[config.mk]
export PLATFORM = sky130hd
export DESIGN_NAME = shape_processor_engine
export DESIGN_NICKNAME = d
export VERILOG_FILES = /design/src/rtl/shape_processor_engine.sv
export SDC_FILE = /design/constraint.sdc
export NUM_CORES = 1
export LEC_CHECK = 0
export CAP_MARGIN = 15
export CORE_ASPECT_RATIO = 0.7
export CORE_MARGIN = 4
export CORE_UTILIZATION = 35
export DETAILED_ROUTE_END_ITERATION = 7
export DONT_BUFFER_PORTS = 1
export REMOVE_ABC_BUFFERS = 1
export SLEW_MARGIN = 10
export SYNTH_ARGS = -nofsm -noshare
export SYNTH_HDL_FRONTEND = slang
export SYNTH_SLANG_ARGS = --single-unit
export TNS_END_PERCENT = 100
[constraint.sdc]
create_clock -name clk -period 3.1 [get_ports clk]
set_clock_uncertainty 0.05 [all_clocks]
set_input_delay 0.155 -clock clk [delete_from_list [all_inputs] [get_ports clk]]
set_output_delay 0.155 -clock clk [all_outputs]
set_load 0.005 [all_outputs]
[src/rtl/shape_processor_engine.sv]
// CTRL SFR (SHAPE/OPERATION, WARL-filtered) plus start/busy/done engine for shape arithmetic on latched sides.
// Latency: done 2 cycles after start; serial AREA takes SIDE_W+1 cycles. Back-to-back starts are allowed once busy has dropped.
// Backpressure: start is ignored while busy; CTRL writes while busy are dropped and raise sticky cfg_err.
module shape_processor_engine #(
    parameter int SIDE_W     = 8,
    parameter int SERIAL_MUL = 1
) (
    input  logic                  clk,
    input  logic                  rst_n,
    input  logic                  ctrl_we,
    input  logic [31:0]           ctrl_wdata,
    output logic [31:0]           ctrl_rdata,
    output logic                  cfg_err,
    input  logic                  cfg_err_clr,
    input  logic [SIDE_W-1:0]     side_a,
    input  logic [SIDE_W-1:0]     side_b,
    input  logic [SIDE_W-1:0]     side_c,
    input  logic                  start,
    output logic                  busy,
    output logic                  done,
    output logic [2*SIDE_W-1:0]   result
);
    localparam int RES_W = 2 * SIDE_W;
    localparam int CNT_W = $clog2(SIDE_W);
    localparam logic [CNT_W-1:0] LAST = CNT_W'(SIDE_W - 1);

    localparam logic [1:0] SH_RECT = 2'b01;
    localparam logic [1:0] SH_TRI  = 2'b10;
    localparam logic [4:0] OP_PERIM = 5'b00000;
    localparam logic [4:0] OP_AREA  = 5'b00001;
    localparam logic [4:0] OP_SQ    = 5'b01000;
    localparam logic [4:0] OP_EQ    = 5'b10000;
    localparam logic [4:0] OP_ISO   = 5'b10001;

    typedef enum logic [1:0] {IDLE, CALC, DONE} state_t;

    state_t              state;
    logic [1:0]          shape, lat_shape;
    logic [4:0]          op, lat_op;
    logic [SIDE_W-1:0]   lat_a, lat_b, lat_c;
    logic [RES_W-1:0]    acc, mcand, acc_nxt, prod, op_result;
    logic [SIDE_W-1:0]   mplier;
    logic [CNT_W-1:0]    cnt;
    logic [1:0]          wr_shape;
    logic [4:0]          wr_op;
    logic                wr_legal, wr_ok, serial_area;
    logic [RES_W-1:0]    ea, eb, ec;
    logic                unused_rsvd;

    assign wr_shape    = ctrl_wdata[17:16];
    assign wr_op       = ctrl_wdata[4:0];
    assign unused_rsvd = ^{ctrl_wdata[31:18], ctrl_wdata[15:5]};
    assign ctrl_rdata  = {14'd0, shape, 11'd0, op};

    always_comb begin
        wr_legal = 1'b0;
        case (wr_op)
            OP_PERIM, OP_AREA: wr_legal = (wr_shape == SH_RECT) || (wr_shape == SH_TRI);
            OP_SQ:             wr_legal = (wr_shape == SH_RECT);
            OP_EQ, OP_ISO:     wr_legal = (wr_shape == SH_TRI);
            default:           wr_legal = 1'b0;
        endcase
    end

    assign wr_ok       = (state == IDLE) && wr_legal;
    assign serial_area = (SERIAL_MUL != 0) && (lat_op == OP_AREA);

    assign ea      = RES_W'(lat_a);
    assign eb      = RES_W'(lat_b);
    assign ec      = RES_W'(lat_c);
    assign acc_nxt = acc + (mplier[0] ? mcand : '0);
    // In serial mode the product is only consumed on the final CALC cycle, where acc_nxt is complete.
    assign prod    = (SERIAL_MUL != 0) ? acc_nxt : ea * eb;

    always_comb begin
        op_result = '0;
        case (lat_op)
            OP_PERIM: op_result = (lat_shape == SH_RECT) ? (ea + eb) << 1 : ea + eb + ec;
            OP_AREA:  op_result = (lat_shape == SH_RECT) ? prod : prod >> 1;
            OP_SQ:    op_result = RES_W'(lat_a == lat_b);
            OP_EQ:    op_result = RES_W'((lat_a == lat_b) && (lat_b == lat_c));
            OP_ISO:   op_result = RES_W'((lat_a == lat_b) || (lat_b == lat_c) || (lat_a == lat_c));
            default:  op_result = '0;
        endcase
    end

    always_ff @(posedge clk or negedge rst_n) begin
        if (!rst_n) begin
            state     <= IDLE;
            shape     <= SH_RECT;
            op        <= OP_PERIM;
            lat_shape <= SH_RECT;
            lat_op    <= OP_PERIM;
            lat_a     <= '0;
            lat_b     <= '0;
            lat_c     <= '0;
            acc       <= '0;
            mcand     <= '0;
            mplier    <= '0;
            cnt       <= '0;
            cfg_err   <= 1'b0;
            busy      <= 1'b0;
            done      <= 1'b0;
            result    <= '0;
        end else begin
            done <= 1'b0;
            if (ctrl_we && wr_ok) begin
                shape <= wr_shape;
                op    <= wr_op;
            end
            // A rejected write in the same cycle as a clear leaves the flag set.
            cfg_err <= (ctrl_we && !wr_ok) || (cfg_err && !cfg_err_clr);

            case (state)
                IDLE: if (start) begin
                    lat_shape <= shape;
                    lat_op    <= op;
                    lat_a     <= side_a;
                    lat_b     <= side_b;
                    lat_c     <= side_c;
                    acc       <= '0;
                    mcand     <= RES_W'(side_a);
                    mplier    <= side_b;
                    cnt       <= '0;
                    busy      <= 1'b1;
                    state     <= CALC;
                end
                CALC: if (serial_area && cnt != LAST) begin
                    acc    <= acc_nxt;
                    mcand  <= mcand << 1;
                    mplier <= mplier >> 1;
                    cnt    <= cnt + 1'b1;
                end else begin
                    result <= op_result;
                    done   <= 1'b1;
                    state  <= DONE;
                end
                DONE: begin
                    busy  <= 1'b0;
                    state <= IDLE;
                end
                default: state <= IDLE;
            endcase
        end
    end
endmodule

[Word level (Yosys, flattened, before mapping)]
Index checks and enable logic that the tools add are counted.
Word-level totals
  input port bits: 61
  flip-flop bits (word level): 102
  word-level logic and storage cells: 89
Operators by class
  $add $sub $neg: 4
  reductions and logical operators: 24
  equal/unequal tests: 20
  multiplexer cells: 24
  bitwise gates (word level): 1
Operators by type and width (number)
  16-bit 2-to-1 mux: 6
  16-bit case mux with 5 select lines: 1
  16-bit case mux with 2 select lines: 2
  8-bit equality test: 3
  5-bit equality test, second input constant: 4
  16-bit adder: 1
  8-bit 2-to-1 mux: 2
  8-bit case mux with 2 select lines: 1
  9-bit by 8-bit adder with 10-bit output: 1
  5-bit by 1-bit equality test with 1-bit output, second input constant: 2
  5-bit by 4-bit equality test with 1-bit output, second input constant: 2
  5-bit zero test: 2
  10-bit 2-to-1 mux: 1
  8-bit by 8-bit adder with 9-bit output: 1
  2-bit AND reduction: 4
  2-bit by 1-bit equality test with 1-bit output, second input constant: 3
  1-bit logical AND: 6
  3-bit 2-to-1 mux: 2
  2-bit != test, second input constant: 3
  3-bit case mux with 2 select lines: 1
  2-bit equality test, second input constant: 2
  1-bit logical OR: 4
  2-bit 2-to-1 mux: 2
  2-bit case mux with 2 select lines: 1
  other kinds (11): 16

[Depth between registers and ports, before layout]
Gate-level depths: netlist of run 1.
  word-level depth: 7
  gate-level depth with buffers: 16

[Least setup slack after synthesis of run 1]
No wires, ideal clock.
  path kind: register to register
  from: reg lat_a[0]
  to: reg result[9]
  clock period less this slack: 2.985 ns
  data arrival time: 2.809 ns
  library setup time: 0.126 ns
  path slack: 0.115 ns
  cell stages (with the launch flop): 17
  path through: dfrtp_1 > ha_1 > inv_1 > fa_1 > nor2b_4 > o31a_1 > o21a_1 > nor2_1 > xnor2_1 > ha_1 > a21oi_1 > o21a_1 > o31ai_1 > a211oi_1 > nor3_1 > a221oi_1 > o21ai_1
On the way
  word-level cells in the longest chain between the ends: 4
Ends and longest elaborated chain
  start: declaration: line 40  | logic [SIDE_W-1:0] lat_a, lat_b, lat_c;
  start signal: assignment: line 118  | lat_a <= side_a;
  8-bit by 8-bit adder with 9-bit output *: line 78  | OP_PERIM: op_result = (lat_shape == SH_RECT) ? (ea + eb) << 1 : ea + eb + ec;
  9-bit by 8-bit adder with 10-bit output: line 78
  10-bit 2-to-1 mux *: line 78
  16-bit case mux with 5 select lines *: line 77  | case (lat_op)
  end signal: assignment: line 134  | result <= op_result;
  end: declaration: line 21  | output logic [2*SIDE_W-1:0] result
Every way passes the cells marked *; elsewhere a longest branch is shown, timed or not.
A chain may end at the register's enable or synchronous reset.

[Final worst setup path of run 1]
Same ends and word-level chain as after synthesis.

==> summary.txt, run 1 <==
Clock tree
  • CTS Buf Count: 9
  • Clk sink count: 102
  • CTS tree: yes
  • Clk root buf: clkbuf_16
  • Clock latency on the worst-skew pair: 0.35 ns
  • Clock transition at path regs: 0.07 ns
  • H-tree depth: 3
  • Clk buf depth: 2

Finish
  • Final Cell Area: 7310 sq um
  • Fraction of layout cells with a size suffix above 1: 0.105
  • Final core occ: 0.421
  • Final-layout fill cell count: 1691
  • Nets@finish: 874
  • Diode count: 0
  • Syn-to-layout area delta: 16.4%

Synthesis
  • Area leader, netlist: dfrtp_1
  • Share of the synthesized area in the top cell type: 0.398
  • Synth top area cells: dfrtp_1, nand2_1, ha_1, xnor2_1, a21oi_1
  • Count of flip-flops with a built-in enable after synthesis: 0
  • Post-synthesis cell count: 720
  • Mean post-synth cell area: 8.73 sq um
  • Post-synthesis cell type count: 54
  • Fraction of registers with async set/reset: 1.00
  • Synthesized flop and latch total: 102
  • Top_reg_cell synth: dfrtp_1
  • Sequential area share after synthesis: 0.407
  • Synth Warn #: 0
  • Post-Syn Area: 6280 sq um

Floorplanning
  • Die area: 20200 sq um
  • # rows: 40
  • Num ports: 112
  • Core area: 17400 sq um
  • Die Y: 120 um
  • Initial Util: 0.362
  • Chip Width: 168 um

Detailed routing
  • DR vias/cell: 4.97
  • Post-Route WL: 16.1 mm
  • Antenna viol nets, final: 0
  • Router iterations before antenna repair: 5
  • Iter 0 DRT Violations: 271
  • Wirelength per Cell: 16.0 um
  • Total number of vias: 5013
  • DRC: 0

Critical path
  • Largest fanout on the critical path: 3
  • Critical path data arrival time: 3.29 ns
  • FF-to-FF path depth: 16
  • CP endpoint kind: flip-flop
  • CP peak stage delay: 0.38 ns
  • Worst path cell trace: ha_2 > inv_2 > fa_2 > nor2b_4 > o31a_1 > o21a_1 > nor2_2 > xnor2_2 > ha_1 > a21oi_2 > o21a_1 > o31ai_1 > a211oi_1 > nor3_1 > a221oi_1 > o21ai_1
  • Worst EP required: 3.29 ns
  • Startpoint Class: flip-flop
  • Worst path depth: 16
  • Top delay family on crit path: compound AO/OA/AOI/OAI gates
  • Crit path buf inv count: 1
  • Cell repeated most along the worst path: o21a_1
  • CP max stage cell: dfrtp_1
  • Crit path kind: flip-flop to flip-flop

Min path
  • Worst hold stages: 2
  • HP Class: input port to flip-flop

GRT
  • Grt total ovfl: 0
  • GRT Overall Usage: 0.165
  • First-pass GRT wire length: 26.9 mm
  • Antenna violations before repair: 0
  • Vias in the first global route: 4979
  • Largest net degree at the start of global routing: 103

Pwr
  • Leak: 3.58 nW
  • Pwr Density: 1080 nW/um^2
  • Max IR drop VDD: 0.000565 V

Timing
  • Fin. Hold Viols: 0
  • Fin crit share: 1.00
  • Max frequency: 323 MHz
  • RSZ-0062 raised after global routing: yes
  • Final Setup Violations: 0
  • Worst-Margin Slew: 0.806 ns
  • Relative slew slack: 0.463
  • Crit path time final: 3.10 ns
  • Max-slew violation count: 0

Placement
  • Port buffer count: 0
  • Placement Cell Area: 6500 sq um
  • Dpl hpwl: 11.7 mm
  • GP Congestion: 0.885

Flow run
  • Total of max-cap violations: 0

Run status
  • Status: finished, final reports clean
-- final timing paths --
path | slack, ns | to | from
hold / removal | 0.11 | shape[0] | ctrl_we
setup reg to reg | 0.0002 | result[9] | lat_a[0]
hold reg to reg | 0.43 | lat_shape[0] | lat_shape[0]
min in group asynchronous | 0.33 | mcand[4] | rst_n
max in group asynchronous | 2.22 | lat_c[5] | rst_n
setup / recovery | 0.0002 | result[9] | lat_a[0]
-- final cells by class --
| class | count | area [sq um] | share of cell area |
|---|---|---|---|
| clock inverters | 4 | 30.0 | 0.00411 |
| well taps | 231 | 289 | 0.0395 |
| clock buffers | 12 | 256 | 0.0351 |
| flip-flops and latches | 102 | 2550 | 0.349 |
| multi-input cells | 566 | 3460 | 0.473 |
| inverters | 22 | 82.6 | 0.0113 |
| repair buffers | 72 | 643 | 0.0880 |
-- through the flow --
step           std cells  setup TNS (ns)  power [mW]  worst slack [ns]  hold slack [ns]
2_1_floorplan        690               0        4.86             0.114           -0.191
3_3_place_gp         948         -0.0285        6.08           -0.0285           -0.183
3_5_place_dp         948         -0.0804        6.10           -0.0804           -0.183
4_1_cts             1001         -0.0114        7.45           -0.0114            0.116
5_1_grt             1009          -0.269        8.57            -0.183            0.166
6_report            1009               0        7.86          0.000159            0.113
-- placed cells by master (no fill, tap or decap), drive strengths merged, types with 4 or more instances in the layout --
master | synthesis | final
a211oi | 5 | 5
a21o | 8 | 8
a21oi | 38 | 38
a31oi | 4 | 4
a32oi | 6 | 6
and2 | 19 | 19
buf | 29 | 39
clkbuf | 25 | 12
conb | 1 | 25
dfrtp | 100 | 100
dlygate4sd3 | 0 | 33
ha | 37 | 37
inv | 22 | 23
mux2i | 18 | 18
nand2 | 182 | 182
nand2b | 7 | 7
nand3 | 31 | 31
nand4 | 4 | 4
nor2 | 30 | 30
nor2b | 4 | 4
nor3 | 8 | 8
nor4 | 4 | 4
o211ai | 8 | 8
o21a | 5 | 5
o21ai | 49 | 49
o22ai | 4 | 4
xnor2 | 24 | 24
xor2 | 16 | 16
-- metal layers --
layer  vias up  part of all wire  global-route usage
li1       2515                 -                   -
met1      2395              0.52               0.250
met2        92              0.43               0.244
met3        11             0.039              0.0389
met4         0            0.0099              0.0274
met5         -                 0                   0
-- power by group --
part           internal, mW  switching [mW]
Combinational          2.14            2.36
Sequential             1.77           0.469
Clock                 0.593           0.524
Total                  4.51            3.35
-- sequential cells by signal (all words and copies together) (netlist names), 2 cells and up --
register   cells
acc           16
mcand         16
result        16
lat_a          8
lat_b          8
lat_c          8
mplier         8
lat_op         5
op             5
cnt            3
lat_shape      2
shape          2
state          2
-- synthesized netlist by cell type, drive strengths merged, types with 5 or more instances --
library cell and number:
dfrtp 100, inv 22, o211ai 8, buf 29, clkbuf 25, nand2b 7
nor3 8, o21a 5, mux2i 18, a211oi 5, o21ai 49, a21o 8
xor2 16, a32oi 6, nor2 30, ha 37, and2 19, nand2 182
xnor2 24, nand3 31, a21oi 38
-- timing repair --
action	in CTS	in global routing
pin swaps	6	22
setup buffers	3	8
hold endpoints to repair	149	0
gates resized for setup	4	12
hold buffers	34	0
setup endpoints to repair	1	7
-- cells by family (layout without fill, tap and decap cells) --
group | after synthesis | after routing | synth area share
DFF | 102 | 102 | 0.407
adders and majority gates | 40 | 40 | 0.0833
muxes | 21 | 21 | 0.0341
and+or+nand+nor | 298 | 298 | 0.210
buffers and inverters | 76 | 110 | 0.0707
other | 1 | 25 | 0.000597
AOI/OAI and AO/OA | 142 | 142 | 0.139
xor gates and xnor gates | 40 | 40 | 0.0558
Power figures use the tool's default switching activity.
==> run 2: changes to the inputs <==
CTS_BUF_LIST = sky130_fd_sc_hd__clkbuf_4 sky130_fd_sc_hd__clkbuf_8   (was not set)
==> run 2 against run 1 <==
Effect of this change: the flow now finishes with violations (setup timing); critical path depth unchanged; global-route usage down 0.097 points; sequential power about the same; flip-flop and latch count unchanged; critical path type unchanged; critical endpoint unchanged; largest cell class unchanged.
==> summary.txt, run 2 (synthesis results as in run 1) <==
Detailed routing
  • Total number of vias: 5037 (+0.48%)
  • Antenna viol nets, final: 0 (unchanged)
  • Post-Route WL: 16.1 mm (+0.13%)
  • Iter 0 DRT Violations: 269 (-0.74%)
  • DR vias/cell: 4.99 (+0.48%)
  • Router iterations before antenna repair: 5 (unchanged)
  • Wirelength per Cell: 16.0 um (+0.13%)
  • DRC: 0 (unchanged)

Placement
  • Dpl hpwl: 11.7 mm (unchanged)
  • Placed cells: 948 (unchanged)
  • GP Congestion: 0.885 (unchanged)
  • Placement Cell Area: 6500 sq um (unchanged)
  • Port buffer count: 0 (unchanged)

Critical path
  • CP max stage cell: dfrtp_1
  • CP peak stage delay: 0.39 ns (about the same)
  • Worst path cell trace: ha_2 > inv_2 > fa_2 > nor2b_4 > o31a_1 > o21a_1 > nor2_2 > xnor2_2 > ha_1 > a21oi_2 > o21a_1 > o31ai_1 > a211oi_1 > nor3_1 > a221oi_1 > o21ai_1
  • Top delay family on crit path: compound AO/OA/AOI/OAI gates
  • Cell repeated most along the worst path: o21a_1
  • Startpoint Class: flip-flop
  • Worst setup endpoint: result[9]
  • Worst path depth: 16 (unchanged)
  • Crit path kind: flip-flop to flip-flop
  • CP endpoint kind: flip-flop
  • Worst reg2reg path endpoint: result[9]
  • Critical path data arrival time: 3.36 ns (+0.07 ns)
  • Worst EP required: 3.33 ns (+0.04 ns)
  • R2R Setup Slk: -0.03 ns (-0.03 ns)
  • FF-to-FF path depth: 16 (unchanged)
  • R2r startpoint: lat_a[0]
  • Crit path buf inv count: 1 (unchanged)
  • Largest fanout on the critical path: 3 (unchanged)
  • Critical Path Source: lat_a[0]

Floorplanning
  • Num ports: 112 (unchanged)
  • Initial Util: 0.362 (unchanged)
  • Chip Width: 168 um (unchanged)
  • Die area: 20200 sq um (unchanged)
  • Die Y: 120 um (unchanged)
  • # rows: 40 (unchanged)
  • Core area: 17400 sq um (unchanged)

Clock tree
  • Clk root buf: clkbuf_8
  • H-tree depth: 3 (unchanged)
  • Clk sink count: 102 (unchanged)
  • CTS Buf Count: 9 (unchanged)
  • CTS tree: yes
  • Clk buf depth: 2 (unchanged)
  • Clock latency on the worst-skew pair: 0.39 ns (+0.04 ns)
  • Clock transition at path regs: 0.10 ns (+0.03 ns)

Timing
  • Worst-Margin Slew: 0.801 ns (-0.00473 ns)
  • Max-slew violation count: 0 (unchanged)
  • Crit path time final: 3.13 ns (+0.0290 ns)
  • Max frequency: 320 MHz (-0.93%)
  • RSZ-0062 raised after global routing: yes
  • Fin Hold WS: 0.0724 ns (-0.0408 ns)
  • Fin crit share: 1.01 (+0.00935)
  • Final Setup Violations: 1 (+1)
  • Relative slew slack: 0.466 (+0.00315)
  • Worst Setup Slack, final: -0.0288 ns (-0.0290 ns)
  • Total negative slack: -0.0288 ns (-0.0288 ns)
  • Fin. Hold Viols: 0 (unchanged)

Finish
  • Biggest regs: acc (16), mcand (16), result (16)
  • Commonest non-fill, non-tap cell in the layout: nand2_1
  • Final Cell Area: 7220 sq um (-1.3%)
  • Nets@finish: 874 (unchanged)
  • FF/Latch Area: 2550 sq um (unchanged)
  • Diode count: 0 (unchanged)
  • Multi-input gate area: 3460 sq um (+0.11%)
  • Final-layout fill cell count: 1713 (+1.3%)
  • Fraction of layout cells with a size suffix above 1: 0.108 (+0.00257)
  • Final std cells w/o fill: 1009 (unchanged)
  • Syn-to-layout area delta: 14.9%
  • Highest-count cells in the layout ignoring fill and taps: nand2_1, dfrtp_1, buf_4, ha_1, a21oi_1

Flow run
  • Total of max-cap violations: 0 (unchanged)

GRT
  • Grt total ovfl: 0 (unchanged)
  • Vias in the first global route: 4950 (-0.58%)
  • Largest net degree at the start of global routing: 103 (unchanged)
  • Antenna violations before repair: 0 (unchanged)
  • First-pass GRT wire length: 26.7 mm (-0.72%)
  • GRT Overall Usage: 0.164 (-0.000972)

Min path
  • HP Class: input port to flip-flop

Run status
  • Failing checks: setup timing
  • Status: complete, but fails checks

Pwr
  • Seq pwr share: 0.295 (+0.010)
  • Pwr Density: 1050 nW/um^2 (-2.1%)
  • Cell Int Power: 4.26 mW (-5.4%)
  • Clk pwr share: 0.110 (-0.032)
  • Sw Share: 0.439 (+0.0120)
  • Sw power: 3.33 mW (-0.68%)
  • Leak: 3.53 nW (-1.1%)
  • Comb pwr share: 0.595 (+0.022)
  • Total chip power: 7.60 mW (-3.4%)
  • Max IR drop VDD: 0.000502 V (-11%)
## run 2: through the flow
| step | utilization | setup slack, ns |
|---|---|---|
| after floorplan | - | 0.114 |
| after global placement | 0.375 | -0.0285 |
| after detailed placement | 0.375 | -0.0804 |
| after CTS | 0.408 | -0.0134 |
| after global routing | 0.416 | -0.199 |
| final | 0.416 | -0.0288 |
## run 2: layout make-up
class	instances	area share
multi-input cells	566	0.479
well taps	231	0.0400
clock inverters	4	0.00416
flip-flops and latches	102	0.354
repair buffers	72	0.0891
inverters	22	0.0114
clock buffers	12	0.0220
## run 2: timing repair
action | in CTS | in global routing
gates cloned | 0 | 0
setup endpoints to repair | 1 | 7
hold buffers | 34 | 0
buffers inserted | 3 | 8
resized for setup | 4 | 13
pin swaps | 6 | 21
hold endpoints to repair | 149 | 0
## run 2: routing by layer
metal  routed length [um]  track usage  part of all wire
met5                    0            0                 0
met2                 6950        0.242              0.43
met1                 8220        0.248              0.51
met4                  174       0.0350             0.011
met3                  799       0.0346             0.050
## run 2: worst reg2reg max path, stage by stage (launching register included)
cell      delay (ns)
dfrtp_1         0.39
ha_2            0.20
inv_2           0.06
fa_2            0.23
nor2b_4         0.05
o31a_1          0.32
o21a_1          0.18
nor2_2          0.14
xnor2_2         0.16
ha_1            0.29
a21oi_2         0.13
o21a_1          0.12
o31ai_1         0.07
a211oi_1        0.25
nor3_1          0.08
a221oi_1        0.23
o21ai_1         0.09
## run 2: power by group through the flow
stage | registers, mW | logic (mW) | clock network (mW)
after floorplan | 2.11 | 2.74 | 0
after global placement | 2.27 | 3.81 | 0
after detailed placement | 2.27 | 3.83 | 0
after CTS | 2.25 | 4.05 | 0.875
after global routing | 2.31 | 5.07 | 0.917
final | 2.24 | 4.52 | 0.838
## run 2: worst min path at each step
stage | from | end | depth (start not counted)
finish | ctrl_we | shape[0] | 2
detailed placement | rst_n | cnt[0] | 0
global route | ctrl_we | shape[0] | 2
floorplan | rst_n | acc[0] | 0
global placement | rst_n | mcand[3] | 0
CTS | ctrl_we | shape[0] | 2
